<file path="src/rtl/axi4_lite_mgr.sv">
// ---------------------------------------------------------------------------
// axi4_lite_mgr
//
// Turns a simple single-beat command/response handshake into AXI4-Lite read
// and write transactions. Only one transaction is outstanding at a time. The
// result is returned on a registered response channel and held until the
// requester accepts it.
//
// Optional feature macro: AXI4_LITE_MGR_TIMEOUT_EN
//   When defined, a watchdog aborts any transaction that has not completed
//   within TIMEOUT_CYCLES aclk cycles. The aborted transaction returns
//   rsp_resp = 2'b10 (SLVERR) with rsp_timeout = 1. When the macro is not
//   defined, the manager waits indefinitely and o_rsp_timeout is tied low.
//
// Ports
//   aclk, aresetn            clock (rising edge), async active-low reset
//   i_cmd_valid/o_cmd_ready  command handshake
//   i_cmd_write              1 = write, 0 = read
//   i_cmd_addr, i_cmd_wdata  target byte address and write data
//   o_rsp_valid/i_rsp_ready  response handshake
//   o_rsp_rdata              read data (0 for writes and timeouts)
//   o_rsp_resp               captured BRESP/RRESP, or 2'b10 on timeout
//   o_rsp_timeout            transaction aborted by the watchdog
//   o_m_axi_* / i_m_axi_*    AXI4-Lite manager channels AW, W, B, AR, R
// ---------------------------------------------------------------------------
module axi4_lite_mgr #(
    parameter int DATA_WIDTH     = 32,
    parameter int ADDR_WIDTH     = 32,
    parameter int TIMEOUT_CYCLES = 256
) (
    input  logic                  aclk,
    input  logic                  aresetn,

    input  logic                  i_cmd_valid,
    output logic                  o_cmd_ready,
    input  logic                  i_cmd_write,
    input  logic [ADDR_WIDTH-1:0] i_cmd_addr,
    input  logic [DATA_WIDTH-1:0] i_cmd_wdata,

    output logic                  o_rsp_valid,
    input  logic                  i_rsp_ready,
    output logic [DATA_WIDTH-1:0] o_rsp_rdata,
    output logic [1:0]            o_rsp_resp,
    output logic                  o_rsp_timeout,

    output logic [ADDR_WIDTH-1:0] o_m_axi_awaddr,
    output logic                  o_m_axi_awvalid,
    input  logic                  i_m_axi_awready,
    output logic [DATA_WIDTH-1:0] o_m_axi_wdata,
    output logic                  o_m_axi_wvalid,
    input  logic                  i_m_axi_wready,
    input  logic                  i_m_axi_bvalid,
    input  logic [1:0]            i_m_axi_bresp,
    output logic                  o_m_axi_bready,
    output logic [ADDR_WIDTH-1:0] o_m_axi_araddr,
    output logic                  o_m_axi_arvalid,
    input  logic                  i_m_axi_arready,
    input  logic                  i_m_axi_rvalid,
    input  logic [DATA_WIDTH-1:0] i_m_axi_rdata,
    input  logic [1:0]            i_m_axi_rresp,
    output logic                  o_m_axi_rready
);

    typedef enum logic [2:0] {
        IDLE,
        WR_REQ,
        WR_RESP,
        RD_REQ,
        RD_DATA,
        RSP
    } state_t;

    state_t                r_state;
    state_t                w_next_state;

    logic                  r_cmd_ready,  w_cmd_ready;
    logic                  r_awvalid,    w_awvalid;
    logic                  r_wvalid,     w_wvalid;
    logic                  r_bready,     w_bready;
    logic                  r_arvalid,    w_arvalid;
    logic                  r_rready,     w_rready;
    logic                  r_rsp_valid,  w_rsp_valid;
    logic [ADDR_WIDTH-1:0] r_addr,       w_addr;
    logic [DATA_WIDTH-1:0] r_wdata,      w_wdata;
    logic [DATA_WIDTH-1:0] r_rsp_rdata,  w_rsp_rdata;
    logic [1:0]            r_rsp_resp,   w_rsp_resp;

`ifdef AXI4_LITE_MGR_TIMEOUT_EN
    localparam int TIMER_W = $clog2(TIMEOUT_CYCLES + 1);

    logic [TIMER_W-1:0]    r_timer;
    logic                  r_rsp_timeout, w_rsp_timeout;
    logic                  w_busy;
`endif

    // Next-state and next-output logic. Every output is a register, so this
    // block computes the value each output register takes at the next edge;
    // everything holds by default.
    always_comb begin
        w_next_state = r_state;
        w_cmd_ready  = r_cmd_ready;
        w_awvalid    = r_awvalid;
        w_wvalid     = r_wvalid;
        w_bready     = r_bready;
        w_arvalid    = r_arvalid;
        w_rready     = r_rready;
        w_rsp_valid  = r_rsp_valid;
        w_addr       = r_addr;
        w_wdata      = r_wdata;
        w_rsp_rdata  = r_rsp_rdata;
        w_rsp_resp   = r_rsp_resp;
`ifdef AXI4_LITE_MGR_TIMEOUT_EN
        w_rsp_timeout = r_rsp_timeout;
        w_busy        = 1'b0;
`endif

        case (r_state)
            IDLE: begin
                // cmd_ready comes up on the first edge in IDLE, which also
                // covers the first cycle after reset release.
                w_cmd_ready = 1'b1;
                if (i_cmd_valid && r_cmd_ready) begin
                    w_cmd_ready = 1'b0;
                    w_addr      = i_cmd_addr;
                    w_wdata     = i_cmd_wdata;
                    if (i_cmd_write) begin
                        w_awvalid    = 1'b1;
                        w_wvalid     = 1'b1;
                        w_next_state = WR_REQ;
                    end else begin
                        w_arvalid    = 1'b1;
                        w_next_state = RD_REQ;
                    end
                end
            end

            WR_REQ: begin
                // AW and W complete independently; leave once both are done,
                // whether that happened in the same cycle or not.
                if (r_awvalid && i_m_axi_awready) begin
                    w_awvalid = 1'b0;
                end
                if (r_wvalid && i_m_axi_wready) begin
                    w_wvalid = 1'b0;
                end
                if (!w_awvalid && !w_wvalid) begin
                    w_bready     = 1'b1;
                    w_next_state = WR_RESP;
                end
            end

            WR_RESP: begin
                if (i_m_axi_bvalid) begin
                    w_bready     = 1'b0;
                    w_rsp_rdata  = '0;
                    w_rsp_resp   = i_m_axi_bresp;
                    w_rsp_valid  = 1'b1;
                    w_next_state = RSP;
                end
            end

            RD_REQ: begin
                if (i_m_axi_arready) begin
                    w_arvalid    = 1'b0;
                    w_rready     = 1'b1;
                    w_next_state = RD_DATA;
                end
            end

            RD_DATA: begin
                if (i_m_axi_rvalid) begin
                    w_rready     = 1'b0;
                    w_rsp_rdata  = i_m_axi_rdata;
                    w_rsp_resp   = i_m_axi_rresp;
                    w_rsp_valid  = 1'b1;
                    w_next_state = RSP;
                end
            end

            RSP: begin
                if (i_rsp_ready) begin
                    w_rsp_valid  = 1'b0;
                    w_cmd_ready  = 1'b1;
                    w_next_state = IDLE;
                end
            end

            default: begin
                w_next_state = IDLE;
            end
        endcase

`ifdef AXI4_LITE_MGR_TIMEOUT_EN
        // The watchdog overrides whatever the channel logic decided above:
        // on the last allowed cycle every valid/ready is dropped and a
        // SLVERR response is produced instead.
        w_busy = (r_state == WR_REQ) || (r_state == WR_RESP) ||
                 (r_state == RD_REQ) || (r_state == RD_DATA);
        if (r_state == RSP && i_rsp_ready) begin
            w_rsp_timeout = 1'b0;
        end
        if (w_busy && (r_timer == TIMER_W'(TIMEOUT_CYCLES - 1))) begin
            w_awvalid     = 1'b0;
            w_wvalid      = 1'b0;
            w_bready      = 1'b0;
            w_arvalid     = 1'b0;
            w_rready      = 1'b0;
            w_rsp_rdata   = '0;
            w_rsp_resp    = 2'b10;
            w_rsp_timeout = 1'b1;
            w_rsp_valid   = 1'b1;
            w_next_state  = RSP;
        end
`endif
    end

    // State and output registers. Reset drops every valid/ready at once and
    // discards any transaction in flight without producing a response.
    always_ff @(posedge aclk or negedge aresetn) begin
        if (!aresetn) begin
            r_state     <= IDLE;
            r_cmd_ready <= 1'b0;
            r_awvalid   <= 1'b0;
            r_wvalid    <= 1'b0;
            r_bready    <= 1'b0;
            r_arvalid   <= 1'b0;
            r_rready    <= 1'b0;
            r_rsp_valid <= 1'b0;
            r_addr      <= '0;
            r_wdata     <= '0;
            r_rsp_rdata <= '0;
            r_rsp_resp  <= '0;
        end else begin
            r_state     <= w_next_state;
            r_cmd_ready <= w_cmd_ready;
            r_awvalid   <= w_awvalid;
            r_wvalid    <= w_wvalid;
            r_bready    <= w_bready;
            r_arvalid   <= w_arvalid;
            r_rready    <= w_rready;
            r_rsp_valid <= w_rsp_valid;
            r_addr      <= w_addr;
            r_wdata     <= w_wdata;
            r_rsp_rdata <= w_rsp_rdata;
            r_rsp_resp  <= w_rsp_resp;
        end
    end

`ifdef AXI4_LITE_MGR_TIMEOUT_EN
    // Watchdog counter: zero whenever idle or responding, so it is already
    // clear on entry to WR_REQ/RD_REQ, and counts every cycle spent waiting
    // on the subordinate.
    always_ff @(posedge aclk or negedge aresetn) begin
        if (!aresetn) begin
            r_timer       <= '0;
            r_rsp_timeout <= 1'b0;
        end else begin
            r_rsp_timeout <= w_rsp_timeout;
            if (w_busy) begin
                r_timer <= r_timer + 1'b1;
            end else begin
                r_timer <= '0;
            end
        end
    end

    assign o_rsp_timeout = r_rsp_timeout;
`else
    assign o_rsp_timeout = 1'b0;
`endif

    assign o_cmd_ready     = r_cmd_ready;
    assign o_rsp_valid     = r_rsp_valid;
    assign o_rsp_rdata     = r_rsp_rdata;
    assign o_rsp_resp      = r_rsp_resp;
    assign o_m_axi_awaddr  = r_addr;
    assign o_m_axi_awvalid = r_awvalid;
    assign o_m_axi_wdata   = r_wdata;
    assign o_m_axi_wvalid  = r_wvalid;
    assign o_m_axi_bready  = r_bready;
    assign o_m_axi_araddr  = r_addr;
    assign o_m_axi_arvalid = r_arvalid;
    assign o_m_axi_rready  = r_rready;

endmodule
</file>
<file path="config.mk">
export PLATFORM = sky130hd
export DESIGN_NAME = axi4_lite_mgr
export DESIGN_NICKNAME = d
export VERILOG_FILES = /design/src/rtl/axi4_lite_mgr.sv
export SDC_FILE = /design/constraint.sdc
export NUM_CORES = 1
export LEC_CHECK = 0
export BUFFER_PORTS_ARGS = -buffer_cell sky130_fd_sc_hd__buf_2
export CAP_MARGIN = 10
export CORE_MARGIN = 1
export CORE_UTILIZATION = 40
export CTS_BUF_LIST = sky130_fd_sc_hd__clkbuf_4 sky130_fd_sc_hd__clkbuf_8
export DETAILED_ROUTE_END_ITERATION = 8
export GPL_TIMING_DRIVEN = 0
export PLACE_DENSITY = 0.81
export SLEW_MARGIN = 20
export SYNTH_ARGS = -nofsm -noshare
export SYNTH_HDL_FRONTEND = slang
export SYNTH_SLANG_ARGS = --single-unit
</file>
<file path="constraint.sdc">
create_clock -name aclk -period 3.96 [get_ports aclk]
set_clock_uncertainty 0.05 [all_clocks]
set_input_delay 0.792 -clock aclk [delete_from_list [all_inputs] [get_ports aclk]]
set_output_delay 0.792 -clock aclk [all_outputs]
set_load 0.005 [all_outputs]
</file>
==> out/metrics.csv, run 1 <==
metric,value,unit
status,"finished, final reports clean",
# setup viols final,0,
global-route wire length before repair,17000,microns
actual slew at the worst max-slew pin,0.502,ns
Max VDD drop,0.374,mV
DRT iter0 DRCs,145,
CP Max Fanout,10,
drc violations,0,
Die ar.,11800,sq um
post-CTS resize count,0,
Peak Freq,0.487,GHz
# port buffers,246,
Die Wd,109,microns
Num CTS Buffers,9,
initial antenna violation count,0,
worst slack at placement,1.63,ns
vias in the first global route,3530,
crit path max-delay cell type,nor4_1,
Setup WS post-layout,1.90,ns
Hold Path Class,input pin to async pin,
leakage power,3.21,nW
Layout fillers,959,
register area share after synthesis,59.5,%
Adder-Cell Fraction of Synth Area,0,%
Crit path top cell by count,buf_4,
worst relative slew slack,66.6,%
Core Region,10900,sq um
Clock transition at path regs,0.11,ns
H-tree depth,3,
max cap viols,0,
Cells after DPL,772,
Power Dens Cells,755,nW/um^2
layout cells sized above 1,48.3,%
Initial Util,41.5,%
DIE HEIGHT,109,microns
dpl hpwl,8610,microns
Critical Path RT,4.15,ns
vias,3685,
Pins Over Slew Limit,0,
ANT nets after route,0,
mux cell area share after synthesis,16.8,%
pin count of the biggest net entering global routing,58,
"wirelength, routed",11000,microns
setup TNS,0,ns
IO Pins,248,
CP Class,flop to flop,
GRT Util Overall,18.6,%
clock sink count,108,
CTS tree,done,
syn nets,495,
Tot Pwr,0.00466,W
Setup Buffers After CTS,0,
"commonest cells after routing, fill and taps aside","buf_2 (253), dfrtp_1 (108), nand2_1 (75), mux2_1 (65), buf_4 (39)",
Worst setup SP type,flop,
Synth Area in Compound Gates,7.27,%
Final Hold Viols,0,
Root Driver,clkbuf_8,
"slowest stage delay, CP",0.44,ns
crit path capture type,flop,
Final Non-Filler Cells,788,
CTS max path bufs,2,
Vias/cell,4.68,
site row count,38,
Synth Area in XOR/XNOR,0,%
Post-Syn Area,4540,sq um
worst-skew pair later-pin latency,0.36,ns
DR pass1 iterations,4,
"commonest non-fill, non-tap cell in the layout",buf_2,
Tmin final,2.06,ns
area grow syn2layout,36.1,%
Diodes inserted,0,
simple-gate share of the synthesized area,7.88,%
Synth Area per Inst,11.8,sq um
RSZ-0062 raised after global routing,false,
main combinational cell family by area after synthesis,multiplexers,
CP Cell Sequence,buf_2 > nor4_1 > buf_4 > buf_4 > mux2_1,
Netlist cell types,31,
CTS Hold Bufs,0,
register bit total from synthesis,108,
GR Overflow Total,0,
Finished Core Util,56.5,%
Mapped Cells,385,
GPL Wtd Cong,0.799,
Synth warnings,0,
Critical Path AT,2.25,ns
final net count,753,
Final Cycle Share,51.9,%
WL per Instance,14.0,microns
[flip-flops by register name (all words and copies together) (netlist names)]
| signal | flops |
|---|---|
| o_rsp_resp | 2 |
| o_m_axi_wvalid | 1 |
| o_m_axi_rready | 1 |
| o_cmd_ready | 1 |
| o_rsp_valid | 1 |
| o_m_axi_araddr | 32 |
| r_state | 3 |
| o_m_axi_bready | 1 |
| o_m_axi_awvalid | 1 |
| o_rsp_rdata | 32 |
| o_m_axi_wdata | 32 |
| o_m_axi_arvalid | 1 |
[final cells by class]
type | instances | area [sq um] | share of cell area, %
multi-input combinational | 216 | 1450 | 23.5
clock buffer | 9 | 124 | 2.00
buffer | 54 | 359 | 5.81
clock inverter | 7 | 75.1 | 1.21
inverter | 7 | 26.3 | 0.425
tap | 140 | 175 | 2.83
timing repair buffer | 247 | 1260 | 20.5
sequential | 108 | 2700 | 43.7
[where the power goes]
group | total (W) | leakage [nW] | internal, W | switching (W)
sequential | 0.00194 | 1.34 | 0.00163 | 0.000308
combinational | 0.00205 | 1.78 | 0.00111 | 0.000937
clock | 0.000674 | 0.0923 | 0.000296 | 0.000378
total | 0.00466 | 3.21 | 0.00304 | 0.00162
[final timing paths]
path / slack [ns] / from / cells past startpoint / endpoint
worst max-delay path: 1.90 / r_state[2] / 5 / o_m_axi_araddr[14]
worst min-delay path: 0.31 / aresetn / 1 / o_m_axi_wdata[25]
worst max register to register: 1.90 / r_state[2] / 5 / o_m_axi_araddr[14]
worst min register to register: 0.44 / o_m_axi_wdata[13] / 1 / o_m_axi_wdata[13]
max in group asynchronous: 2.90 / aresetn / 2 / o_m_axi_wdata[19]
min in group aclk: 0.44 / o_m_axi_wdata[13] / 1 / o_m_axi_wdata[13]
[cells in the mapped netlist (all sizes together)]
cell / count / area share, %
a211o: 1 / 0.19
a21o: 2 / 0.33
a21oi: 8 / 0.88
a22oi: 1 / 0.17
a31oi: 1 / 0.14
a41oi: 2 / 0.39
buf: 48 / 7.4
clkbuf: 6 / 0.50
conb: 1 / 0.083
dfrtp: 108 / 60
inv: 7 / 0.58
mux2: 65 / 16
mux2i: 3 / 0.66
nand2: 75 / 6.2
nand2b: 1 / 0.14
nand3: 1 / 0.11
nand3b: 3 / 0.50
nor2: 5 / 0.52
nor3: 1 / 0.11
nor4: 1 / 0.14
o2111a: 1 / 0.25
o2111ai: 1 / 0.19
o211ai: 1 / 0.17
o21ai: 40 / 4.4
o31ai: 1 / 0.17
or4: 1 / 0.17
[kinds of logic after synthesis]
family	after synthesis
simple gates	88
compound gates	59
buf+inv	61
mux	68
other cells	1
flops	108
[layer usage]
metal	share of wire [%]	GRT usage (%)	up-vias
met5	0	0	-
met4	0.90	5.41	0
met3	6.6	4.16	9
met2	54	34.0	146
met1	39	21.6	1759
li1	-	-	1771
[metrics by stage]
step / hold slack (ns) / cell area, sq um
floorplan: 0.429 / 4540
global placement: 0.415 / 5950
detailed placement: 0.419 / 5980
CTS: 0.309 / 6180
global route: 0.327 / 6180
finish: 0.311 / 6180
[worst max-delay path: cells and delay by family (launching register included)]
kind | cells | cell delay (ns)
flip-flops | 1 | 0.42
buffers and inverters | 3 | 0.67
multiplexers | 1 | 0.35
AND/OR/NAND/NOR | 1 | 0.44
Note: power is estimated with default switching activity, not from simulation.
==> run 2, diff against run 1 <==
Settings changed: PLACE_DENSITY 0.81 to 0.84.
Clock period 3.96 ns to 1.8 ns, I/O delays scaled along.
==> out/metrics.csv, run 2 (same netlist as run 1, synthesis figures left out) <==
metric,value,unit
WL per Instance,15.1,microns
Die Wd,109,microns
Critical Path AT,2.01,ns
final net count,776,
CTS tree,done,
GPL Wtd Cong,0.793,
Die ar.,11800,sq um
Power Dens Cells,1700,nW/um^2
status,"finished, violations left",
CTS max path bufs,2,
Pins Over Slew Limit,0,
RSZ-0062 raised after global routing,true,
Sw Ratio,33.7,%
Core Region,10900,sq um
area grow syn2layout,47.1,%
site row count,38,
dpl hpwl,8900,microns
Initial Util,41.5,%
Worst setup SP type,flop,
IO Pins,248,
clock sink count,108,
Final Instance Area,6680,sq um
DR pass1 iterations,4,
CP Max Fanout,7,
# port buffers,246,
CP Class,flop to flop,
"commonest cells after routing, fill and taps aside","buf_2 (246), dfrtp_1 (106), nand2_1 (75), buf_4 (50)",
Final Hold Viols,0,
"commonest non-fill, non-tap cell in the layout",buf_2,
"CP delay by family, top",buffers and inverters,
GRT Util Overall,19.5,%
Clock transition at path regs,0.09,ns
Comb pwr share,49.0,%
Critical Path RT,1.99,ns
crit path max-delay cell type,dfrtp_1,
H-tree depth,3,
"wirelength, routed",12200,microns
crit path capture type,flop,
global-route wire length before repair,17700,microns
vias,3857,
DP Area,5980,sq um
Hold Path Class,input pin to flop,
Tmin final,1.83,ns
Num CTS Buffers,9,
Peak Freq,0.548,GHz
# setup viols final,18,
initial antenna violation count,0,
max cap viols,0,
Crit path buffers/inverters,5,
DIE HEIGHT,109,microns
DRT iter0 DRCs,171,
ANT nets after route,0,
Root Driver,clkbuf_8,
Final Cycle Share,101,%
layout cells sized above 1,56.2,%
Max VDD drop,0.881,mV
Vias/cell,4.76,
"slowest stage delay, CP",0.42,ns
failing checks,setup timing,
Diodes inserted,0,
Setup WS post-layout,-0.0258,ns
internal power,0.00753,W
leakage power,3.48,nW
Switch Pwr,0.00384,W
vias in the first global route,3700,
pin count of the biggest net entering global routing,59,
GR Overflow Total,0,
Clk pwr share,12.8,%
drc violations,0,
worst-skew pair later-pin latency,0.35,ns
Seq pwr share,38.2,%
CP Cell Sequence,buf_6 > nor4_4 > buf_4 > buf_8 > buf_12 > clkbuf_16 > mux2_4,
setup TNS,-0.188,ns
[run 2: cell count changes in the layout (fill, tap and decap cells not counted), sizes merged]
cell / previous run / this run
dlygate4sd3: 0 / 1
clkbuf: 15 / 27
inv: 9 / 7
bufinv: 1 / 0
buf: 295 / 310
clkinvlp: 3 / 1
[run 2: power by group through the flow]
stage | Clock [W] | Combinational (W) | Sequential [W]
after CTS | 0.00150 | 0.00468 | 0.00430
final | 0.00146 | 0.00557 | 0.00434
after detailed placement | 0 | 0.00460 | 0.00433
after floorplan | 0 | 0.00232 | 0.00437
after global routing | 0.00159 | 0.00611 | 0.00449
after global placement | 0 | 0.00444 | 0.00424
[run 2: final timing paths]
| check | slack [ns] | cells after the start | from | to |
|---|---|---|---|---|
| max | -0.03 | 7 | r_state[2] | o_m_axi_araddr[27] |
| min | 0.17 | 2 | i_cmd_wdata[20] | o_m_axi_wdata[20] |
| max reg2reg | -0.03 | 7 | r_state[2] | o_m_axi_araddr[27] |
| min reg2reg | 0.44 | 2 | o_rsp_rdata[19] | o_rsp_rdata[19] |
| max in group asynchronous | 0.58 | 3 | aresetn | r_state[1] |
| min in group asynchronous | 0.45 | 2 | aresetn | o_m_axi_araddr[25] |
[run 2: cell type report]
class | instances | area, sq um
flip-flops and latches | 108 | 2710
multi-input cells | 216 | 1620
clock buffers | 14 | 186
well taps | 140 | 175
plain buffers | 54 | 434
repair buffers | 270 | 1520
inverters | 7 | 26.3
fillers | 860 | 4250
clock inverters | 2 | 16.3
[run 2: timing repair]
action,CTS,global route
endpoints found under the setup margin,86,73
setup buffers,2,16
hold buffers,1,0
gates cloned,0,4
gates resized for setup,9,70
pin swaps,1,4
hold endpoints to repair,50,0
[run 2: per-stage QoR]
step	hold WS (ns)	cells	setup slack, ns	util (%)	power (W)
floorplan	0.0144	385	0.0719	-	0.00668
detailed placement	0.284	772	-0.386	54.7	0.00893
CTS	0.142	791	-0.00270	57.1	0.0105
global placement	0.415	771	-0.769	54.4	0.00868
global route	0.139	811	-0.0594	61.1	0.0122
finish	0.168	811	-0.0258	61.1	0.0114
[run 2: per-layer routing]
metal	global-route usage (%)	part of all wire (%)	up-vias
li1	-	-	1823
met1	22.9	39	1836
met2	34.8	53	179
met3	4.64	6.4	19
met4	6.37	1.7	0
met5	0	0	-
